File: src/rtl/parking_pkg.sv
`default_nettype none
// ============================================================================
// Module   : parking_pkg
// Brief    : Shared types, default constants and the lowest-free-spot search
//            used by the parking allocator.
// Revision : 1.0 - initial release
// ============================================================================
package parking_pkg;

    localparam int NUM_SPOTS_DEF   = 8;
    localparam int GATE_CYCLES_DEF = 4;

    // Entry-side controller state: waiting for a car, or holding the gate open
    typedef enum logic [0:0] {
        IDLE = 1'b0,
        GATE = 1'b1
    } park_state_e;

    // Index of the lowest zero bit among the first n bits of occ, or n when
    // every one of those bits is set. The wide operand lets a single function
    // serve every legal lot size.
    function automatic int lowest_zero(input logic [63:0] occ, input int n);
        int r;
        r = n;
        for (int i = n - 1; i >= 0; i--) begin
            if (!occ[i]) begin
                r = i;
            end
        end
        return r;
    endfunction

endpackage
`default_nettype wire

File: src/rtl/park_find_free.sv
`default_nettype none
// ============================================================================
// Module   : park_find_free
// Brief    : Combinational priority search for the lowest-numbered free spot
//            in an occupancy bitmap of NUM_SPOTS bits.
// Revision : 1.0 - initial release
// ============================================================================
module park_find_free
    import parking_pkg::*;
#(
    parameter  int NUM_SPOTS = NUM_SPOTS_DEF,
    localparam int ID_W      = $clog2(NUM_SPOTS)
) (
    input  logic [NUM_SPOTS-1:0] occupancy,
    output logic                 found,
    output logic [ID_W-1:0]      idx
);

    logic [63:0] w_occ_wide;
    int          w_lowest;

    // Zero-extend the bitmap to the search width and locate the first hole
    always_comb begin
        w_occ_wide                  = '0;
        w_occ_wide[NUM_SPOTS-1:0]   = occupancy;
        w_lowest                    = lowest_zero(w_occ_wide, NUM_SPOTS);
    end

    assign found = (w_lowest < NUM_SPOTS);
    assign idx   = found ? ID_W'(w_lowest) : '0;

endmodule
`default_nettype wire

File: src/rtl/parking_allocator.sv
`default_nettype none
// ============================================================================
// Module   : parking_allocator
// Brief    : Registered parking-lot controller. Serves entry requests with a
//            req/ack handshake (lowest free spot first), releases spots on exit
//            events, times the entry gate and reports free count / full.
// Revision : 1.0 - initial release
// ============================================================================
module parking_allocator
    import parking_pkg::*;
#(
    parameter  int NUM_SPOTS   = NUM_SPOTS_DEF,
    parameter  int GATE_CYCLES = GATE_CYCLES_DEF,
    localparam int ID_W        = $clog2(NUM_SPOTS)
) (
    input  logic                 clk,
    input  logic                 rst,
    input  logic                 entry_req,
    output logic                 entry_ack,
    output logic                 entry_grant,
    output logic [ID_W-1:0]      entry_spot,
    input  logic                 exit_req,
    input  logic [ID_W-1:0]      exit_spot,
    output logic                 exit_ack,
    output logic                 exit_err,
    output logic [NUM_SPOTS-1:0] occupancy,
    output logic [ID_W:0]        free_count,
    output logic                 full,
    output logic                 gate_open
);

    // Counter only ever holds GATE_CYCLES-1 down to 0
    localparam int                CNT_W       = (GATE_CYCLES > 1) ? $clog2(GATE_CYCLES) : 1;
    localparam logic [CNT_W-1:0]  c_gate_init = CNT_W'(GATE_CYCLES - 1);
    localparam logic [ID_W:0]     c_num_spots = (ID_W + 1)'(NUM_SPOTS);

    park_state_e            r_state;
    logic [CNT_W-1:0]       r_gate_cnt;
    logic [NUM_SPOTS-1:0]   r_occupancy;
    logic [ID_W:0]          r_free_count;
    logic                   r_full;
    logic                   r_gate_open;
    logic                   r_entry_ack;
    logic                   r_entry_grant;
    logic [ID_W-1:0]        r_entry_spot;
    logic                   r_exit_ack;
    logic                   r_exit_err;

    park_state_e            w_state_next;
    logic [CNT_W-1:0]       w_cnt_next;
    logic [NUM_SPOTS-1:0]   w_occ_next;
    logic [ID_W:0]          w_pop_next;
    logic                   w_gate_next;
    logic                   w_entry_ack_next;
    logic                   w_entry_grant_next;
    logic [ID_W-1:0]        w_entry_spot_next;
    logic                   w_exit_valid;
    logic                   w_found;
    logic [ID_W-1:0]        w_free_idx;

    // Search runs on the pre-exit bitmap so a spot freed this cycle is not
    // handed out until the following request.
    park_find_free #(
        .NUM_SPOTS (NUM_SPOTS)
    ) u_find_free (
        .occupancy (r_occupancy),
        .found     (w_found),
        .idx       (w_free_idx)
    );

    // Range check first so an out-of-range index never selects a bitmap bit
    assign w_exit_valid = exit_req
                       && ({1'b0, exit_spot} < c_num_spots)
                       && r_occupancy[exit_spot];

    // Entry FSM, gate timer and combined bitmap update
    always_comb begin
        w_state_next       = r_state;
        w_cnt_next         = r_gate_cnt;
        w_occ_next         = r_occupancy;
        w_gate_next        = 1'b0;
        w_entry_ack_next   = 1'b0;
        w_entry_grant_next = 1'b0;
        w_entry_spot_next  = '0;

        case (r_state)
            IDLE: begin
                // The ack cycle itself never re-samples the held request
                if (entry_req && !r_entry_ack) begin
                    w_entry_ack_next = 1'b1;
                    if (w_found) begin
                        w_entry_grant_next     = 1'b1;
                        w_entry_spot_next      = w_free_idx;
                        w_occ_next[w_free_idx] = 1'b1;
                        w_state_next           = GATE;
                        w_gate_next            = 1'b1;
                        w_cnt_next             = c_gate_init;
                    end
                end
            end
            GATE: begin
                if (r_gate_cnt == '0) begin
                    w_state_next = IDLE;
                end else begin
                    w_gate_next = 1'b1;
                    w_cnt_next  = r_gate_cnt - 1'b1;
                end
            end
            default: begin
                w_state_next = IDLE;
            end
        endcase

        // Allocation only sets zero bits and exit only clears one bits, so
        // the two updates never touch the same index.
        if (w_exit_valid) begin
            w_occ_next[exit_spot] = 1'b0;
        end
    end

    // Popcount of the next bitmap so free_count/full track occupancy exactly
    always_comb begin
        w_pop_next = '0;
        for (int i = 0; i < NUM_SPOTS; i++) begin
            w_pop_next = w_pop_next + (ID_W + 1)'(w_occ_next[i]);
        end
    end

    // State and output registers; reset overrides every pending update
    always_ff @(posedge clk) begin
        if (rst) begin
            r_state       <= IDLE;
            r_gate_cnt    <= '0;
            r_occupancy   <= '0;
            r_free_count  <= c_num_spots;
            r_full        <= 1'b0;
            r_gate_open   <= 1'b0;
            r_entry_ack   <= 1'b0;
            r_entry_grant <= 1'b0;
            r_entry_spot  <= '0;
            r_exit_ack    <= 1'b0;
            r_exit_err    <= 1'b0;
        end else begin
            r_state       <= w_state_next;
            r_gate_cnt    <= w_cnt_next;
            r_occupancy   <= w_occ_next;
            r_free_count  <= c_num_spots - w_pop_next;
            r_full        <= &w_occ_next;
            r_gate_open   <= w_gate_next;
            r_entry_ack   <= w_entry_ack_next;
            r_entry_grant <= w_entry_grant_next;
            r_entry_spot  <= w_entry_spot_next;
            r_exit_ack    <= exit_req;
            r_exit_err    <= exit_req && !w_exit_valid;
        end
    end

    assign entry_ack   = r_entry_ack;
    assign entry_grant = r_entry_grant;
    assign entry_spot  = r_entry_spot;
    assign exit_ack    = r_exit_ack;
    assign exit_err    = r_exit_err;
    assign occupancy   = r_occupancy;
    assign free_count  = r_free_count;
    assign full        = r_full;
    assign gate_open   = r_gate_open;

endmodule
`default_nettype wire

File: config.mk
export PLATFORM = sky130hd
export DESIGN_NAME = parking_allocator
export DESIGN_NICKNAME = d
export VERILOG_FILES = /design/src/rtl/parking_pkg.sv /design/src/rtl/park_find_free.sv /design/src/rtl/parking_allocator.sv
export SDC_FILE = /design/constraint.sdc
export NUM_CORES = 1
export LEC_CHECK = 0
export CORE_MARGIN = 2
export CORE_UTILIZATION = 53
export DETAILED_ROUTE_END_ITERATION = 6
export PLACE_DENSITY = 0.87
export SETUP_SLACK_MARGIN = 0.2
export SYNTH_ARGS = -nofsm -noshare
export SYNTH_HDL_FRONTEND = slang
export SYNTH_HIERARCHICAL = 1
export SYNTH_SLANG_ARGS = --single-unit
File: constraint.sdc
create_clock -name clk -period 6.8 [get_ports clk]
set_input_delay 1.02 -clock clk [delete_from_list [all_inputs] [get_ports clk]]
set_output_delay 1.02 -clock clk [all_outputs]
set_load 0.05 [all_outputs]
* After elaboration in Yosys (flattened, before gate mapping)
Index checks and enable logic that the tools add are counted.
Word-level totals: register bits after elaboration 23, word-level logic and storage cells 73
Operators by class: bitwise gates (word level) 6, add/sub/neg operators 9, equal/unequal tests 3, muxes and demuxes 28, order comparisons 5, reductions and logical operators 12
Operator list (count):
- 4-bit two-way mux | 8
- 8-bit two-way mux | 4
- 4-bit by 1-bit adder with 4-bit output | 4
- 8-bit AND | 1
- 3-bit by 4-bit less-than comparator with 1-bit output, second input constant | 2
- 8-bit NOT | 1
- 8-bit OR | 1
- 8-bit AND reduction | 1
- 1-bit two-way mux | 7
- 1-bit demux with 3-bit select | 2
- 3-bit by 1-bit greater-or-equal comparator with 1-bit output, second input constant | 2
- 2-bit two-way mux | 3
- 1-bit logical AND | 5
- 3-bit by 1-bit adder with 4-bit output | 1
- 4-bit less-than comparator, second input constant | 1
- 2-bit != test, second input constant | 2
- 2-bit case mux with 2 select lines | 1
- 4-bit OR reduction | 1
- 4-bit subtractor, first input constant | 1
- 2-bit by 1-bit adder with 3-bit output | 1
- 1-bit binary-select mux with 3-bit select | 1
- 3-bit two-way mux | 1
- 1-bit NOT | 3
- 3-bit AND reduction | 1
- other kinds (7) | 8

* Logic depth before layout (Yosys ltp)
depth after elaboration 28, gate-level depth with buffers 14, depth with buffers taken out 13

* Hierarchy
Netlist, hierarchy kept.
By module, submodules not included:
- parking_allocator | instances 1, cells an instance 108, sequential area each 460.4 µm², area an instance 1152.4 µm²
- park_find_free | instances 1, cells an instance 15, sequential area each 0.0 µm², area an instance 73.8 µm²

* Least setup slack after synthesis
OpenSTA, ideal clock, no wires.
kind in2reg, start point input port exit_spot[2], end point register r_free_count[3] (netlist: free_count[3]), slack 2.619 ns, cell stages on the path 11, library setup time 0.123 ns, required time 6.677 ns, arrival time 4.058 ns, path through clkbuf_1 or4bb_1 a22oi_2 inv_1 fa_1 inv_1 ha_1 fa_1 fa_1 ha_1 or2_2
Between the ends: longest elaborated chain between the ends 15, elaborated cells between the ends (all ways) 19, classes of those cells 8 x add/sub; 2 x order compare; 5 x mux; 2 x bitwise; 2 x reduce/logical
RTL lines:
- from (decl) | line parking_allocator.sv:23 | input logic [ID_W-1:0] exit_spot,
- 3-bit by 4-bit less-than comparator with 1-bit output (not written as such) / 3-bit by 1-bit greater-or-equal comparator with 1-bit output (equally long branches) | line parking_allocator.sv:117 | w_occ_next[exit_spot] = 1'b0;
- 1-bit logical AND (not written as such) | line parking_allocator.sv:117
- 1-bit two-way mux (not written as such) | line parking_allocator.sv:117
- 1-bit demux with 3-bit select | line parking_allocator.sv:117
- 8-bit NOT (no line)
- 8-bit AND (no line)
- 8-bit two-way mux * | line parking_allocator.sv:116 | if (w_exit_valid) begin
- named net w_occ_next[1] | line parking_allocator.sv:51 | logic [NUM_SPOTS-1:0] w_occ_next;
- 1-bit by 1-bit adder with 2-bit output * | line parking_allocator.sv:125 | w_pop_next = w_pop_next + (ID_W + 1)'(w_occ_next[i]);
- 2-bit by 1-bit adder with 3-bit output * | line parking_allocator.sv:125
- 3-bit by 1-bit adder with 4-bit output * | line parking_allocator.sv:125
- 4-bit by 1-bit adder with 4-bit output * (4 in a row) | line parking_allocator.sv:125
- 4-bit subtractor * | line parking_allocator.sv:147 | r_free_count <= c_num_spots - w_pop_next;
- to (signal assigned) | line parking_allocator.sv:135 | r_free_count <= c_num_spots;
- to (signal assigned) | line parking_allocator.sv:147
- to (decl) | line parking_allocator.sv:40 | logic [ID_W:0] r_free_count;
Mark *: on every way through the listed nets, which the timed path passes. The rest lies on a longest branch. The select of a mux whose other input is x is not followed. A chain may end at the register's enable or synchronous reset.

* Final worst setup path
start point input port exit_spot[1], end point register r_free_count[2] (netlist: free_count[2])
The elaborated chain is that of the path after synthesis.

==> flow_metrics.env <==
export IMPL_run_status="finished, final reports clean"
export IMPL_setup_viol=0
export IMPL_yosys_register_bits=23
export IMPL_final_nets=167
export IMPL_clk_pin_slew_worst_paths_ns=0.12
export IMPL_antennaDiodeCount=0
export IMPL_die_h_microns=52.1
export IMPL_first_iter_violations=19
export IMPL_port_buffers=27
export IMPL_hold_viol_final=0
export IMPL_dr_pass1_iters=4
export IMPL_grt_max_degree=19
export IMPL_synth_top_area_cell="dfxtp_1"
export IMPL_antenna_found_initial=0
export IMPL_cts_setup_buffers=0
export IMPL_chipWidth_microns=52.1
export IMPL_worst_r2r_endpoint="free_count[2]$_SDFF_PP0_"
export IMPL_irDropWorstVdd_mv=0.184
export IMPL_maxSlewHeadroom_pct=41.4
export IMPL_power_share_clock_pct=19.7
export IMPL_start_kind="input pin"
export IMPL_skew_ns=0.00571
export IMPL_synth_edf_count=0
export IMPL_power_switching_uw=106
export IMPL_drv_slew=0
export IMPL_syn_area_sq_um=1230
export IMPL_seqPwrFrac_pct=48.9
export IMPL_dieArea_sq_um=2710
export IMPL_rsz0062_at_grt="no"
export IMPL_post_drt_wl_per_cell_microns=14.6
export IMPL_yosysTopAreaCellShare_pct=37.6
export IMPL_finalWirelength_microns=2590
export IMPL_yosysWarnings=6
export IMPL_ios=28
export IMPL_worst_setup_path_end_kind="flip-flop"
export IMPL_min_period_ns=4.41
export IMPL_synth_nets=140
export IMPL_syn_area_per_cell_sq_um=9.97
export IMPL_vias=1018
export IMPL_vias_per_cell=5.75
export IMPL_insertion_delay_ns=0.31
export IMPL_p_leak_uw=0.000604
export IMPL_ctsLongestPathBuffers=2
export IMPL_cts_tree="done"
export IMPL_cp_endpoint="free_count[2]$_SDFF_PP0_"
export IMPL_row_count=17
export IMPL_intPower_uw=207
export IMPL_area_delta_synth_final_pct=25.4
export IMPL_cts_repair_resized=0
export IMPL_fin_crit_sh_pct=64.9
export IMPL_powerDensity_nw_per_um2=203
export IMPL_ys_flop_type="dfxtp_1"
export IMPL_track_usage_pct=22.2
export IMPL_first_global_vias=1036
export IMPL_placed_cell_area_sq_um=1510
export IMPL_yosysSeqAreaShare_pct=37.6
export IMPL_path_class="in -> reg"
export IMPL_fin_tns_setup_ns=0
export IMPL_r2r_start="occupancy[0]$_SDFF_PP0_"
export IMPL_fin_area_sq_um=1540
export IMPL_power_switching_share_pct=33.8
export IMPL_worstPathArrival_ns=4.60
export IMPL_netlist_top_cells_area="dfxtp_1, fa_1, ha_1, nor2_1, inv_1"
export IMPL_cp_max_fo=8
export IMPL_dp_worst_setup_slack_ns=2.05
export IMPL_cts_made_buffers=3
export IMPL_drive_gt1_share_pct=9.40
export IMPL_gp_congestion=0.968
export IMPL_overflow=0
export IMPL_initial_core_util_pct=56.0
export IMPL_syn_inst=123
export IMPL_hpwl_microns=1980
export IMPL_yosys_top_cells_count="dfxtp_1, nor2_1, inv_1"
export IMPL_ctsHoldBuffers=0
export IMPL_setup_ws_ns=2.39
export IMPL_tightest_slew_ns=0.872
export IMPL_fmax_ghz=0.227
export IMPL_placeableCoreArea_sq_um=2190
export IMPL_cts_root_buf="clkbuf_4"
export IMPL_worstRegToRegCells=12
export IMPL_clock_sinks=23
export IMPL_ant_nets=0
export IMPL_reg2reg_slack_ns=2.63
export IMPL_synth_cell_types=41
export IMPL_cp_required_ns=6.99
export IMPL_async_reset_ff_share_pct=0
export IMPL_yosysMostFrequentCell="dfxtp_1"
export IMPL_ctsHtreeMaxLevel=1
export IMPL_combinationalPowerShare_pct=31.4
export IMPL_drc=0
export IMPL_critPathLaunch="exit_spot[1]"
export IMPL_hp_class="reg -> reg"
export IMPL_maxCapViolations=0
export IMPL_grt_pass1_wl_microns=4430
export IMPL_whs_ns=0.560
logic make-up after synthesis:
| logic type | after synthesis | share of synthesized area (%) |
|---|---|---|
| xor+xnor | 1 | 0.714 |
| compound gates | 19 | 11.7 |
| simple gates | 50 | 27.4 |
| buf+inv | 17 | 5.41 |
| flops | 23 | 37.6 |
| mux | 3 | 4.49 |
| fa+ha+maj | 10 | 12.7 |
layout by cell type, fill, tap and decap left out, types with 2 or more instances in the layout:
| master | instances |
|---|---|
| clkdlybuf4s50_1 | 27 |
| dfxtp_1 | 23 |
| nor2_1 | 14 |
| inv_1 | 12 |
| nor2b_1 | 7 |
| nand2_1 | 6 |
| ha_1 | 6 |
| o21ai_0 | 4 |
| fa_1 | 4 |
| a31oi_1 | 3 |
| a41o_1 | 3 |
| and2_1 | 3 |
| clkbuf_4 | 3 |
| and4bb_2 | 2 |
| a21oi_1 | 2 |
| a22oi_2 | 2 |
| or4b_1 | 2 |
| and3_1 | 2 |
| mux4_2 | 2 |
power groups by stage:
stage	clock network (uW)	logic, uW	registers [uW]
floorplan	0	38.3	185
global placement	0	95.3	156
detailed placement	0	98.8	156
CTS	63.4	99.2	153
global route	69.5	106	155
finish	61.7	98.1	153
worst min path at each step:
stage                            endpoint  depth (start not counted)                       start
2_1_floorplan  r_gate_cnt[1]$_SDFFE_PP0P_                          2  r_gate_cnt[1]$_SDFFE_PP0P_
3_3_place_gp   r_gate_cnt[1]$_SDFFE_PP0P_                          2  r_gate_cnt[1]$_SDFFE_PP0P_
3_5_place_dp   r_gate_cnt[1]$_SDFFE_PP0P_                          2  r_gate_cnt[1]$_SDFFE_PP0P_
4_1_cts        r_gate_cnt[1]$_SDFFE_PP0P_                          2  r_gate_cnt[1]$_SDFFE_PP0P_
5_1_grt        r_gate_cnt[1]$_SDFFE_PP0P_                          2  r_gate_cnt[1]$_SDFFE_PP0P_
6_report       r_gate_cnt[1]$_SDFFE_PP0P_                          2  r_gate_cnt[1]$_SDFFE_PP0P_
critical path, stage by stage:
cell	delay, ns
clkdlybuf4s50_1	0.56
or4bb_1	0.57
a22oi_2	0.23
inv_1	0.09
fa_1	0.54
inv_1	0.04
ha_1	0.21
fa_1	0.49
fa_1	0.43
ha_1	0.28
nor2b_1	0.13
state kept, by name, summed over array words and instances (netlist names):
signal       count
exit_err         1
exit_ack         1
entry_ack        1
occupancy        8
entry_grant      1
r_gate_cnt       2
free_count       4
gate_open        1
entry_spot       3
full             1
metrics by stage:
stage               std cells  util [%]  total power (uW)
CTS                       177      70.2               316
floorplan                 123         -               223
detailed placement        173      68.9               255
finish                    177      70.2               313
global route              177      70.2               331
global placement          173      68.9               251
layer usage:
metal  part of all wire, %  vias up  wire length [microns]  global-route usage [%]
met5                     0        -                      0                       0
met4                   2.4        0                     61                    11.8
met3                   7.3        8                    190                    4.89
met2                    49       50                   1260                    38.0
met1                    41      472                   1070                    25.6
li1                      -      488                      -                       -
area by class of cell:
| type | count | area, sq um |
|---|---|---|
| multi-input cells | 83 | 699 |
| fillers | 171 | 653 |
| flip-flops and latches | 23 | 460 |
| repair buffers | 27 | 270 |
| inverters | 12 | 45.0 |
| well taps | 28 | 35.0 |
| clock buffers | 3 | 22.5 |
| clock inverters | 1 | 5.00 |
No activity file was read; power rests on OpenSTA's default activity.
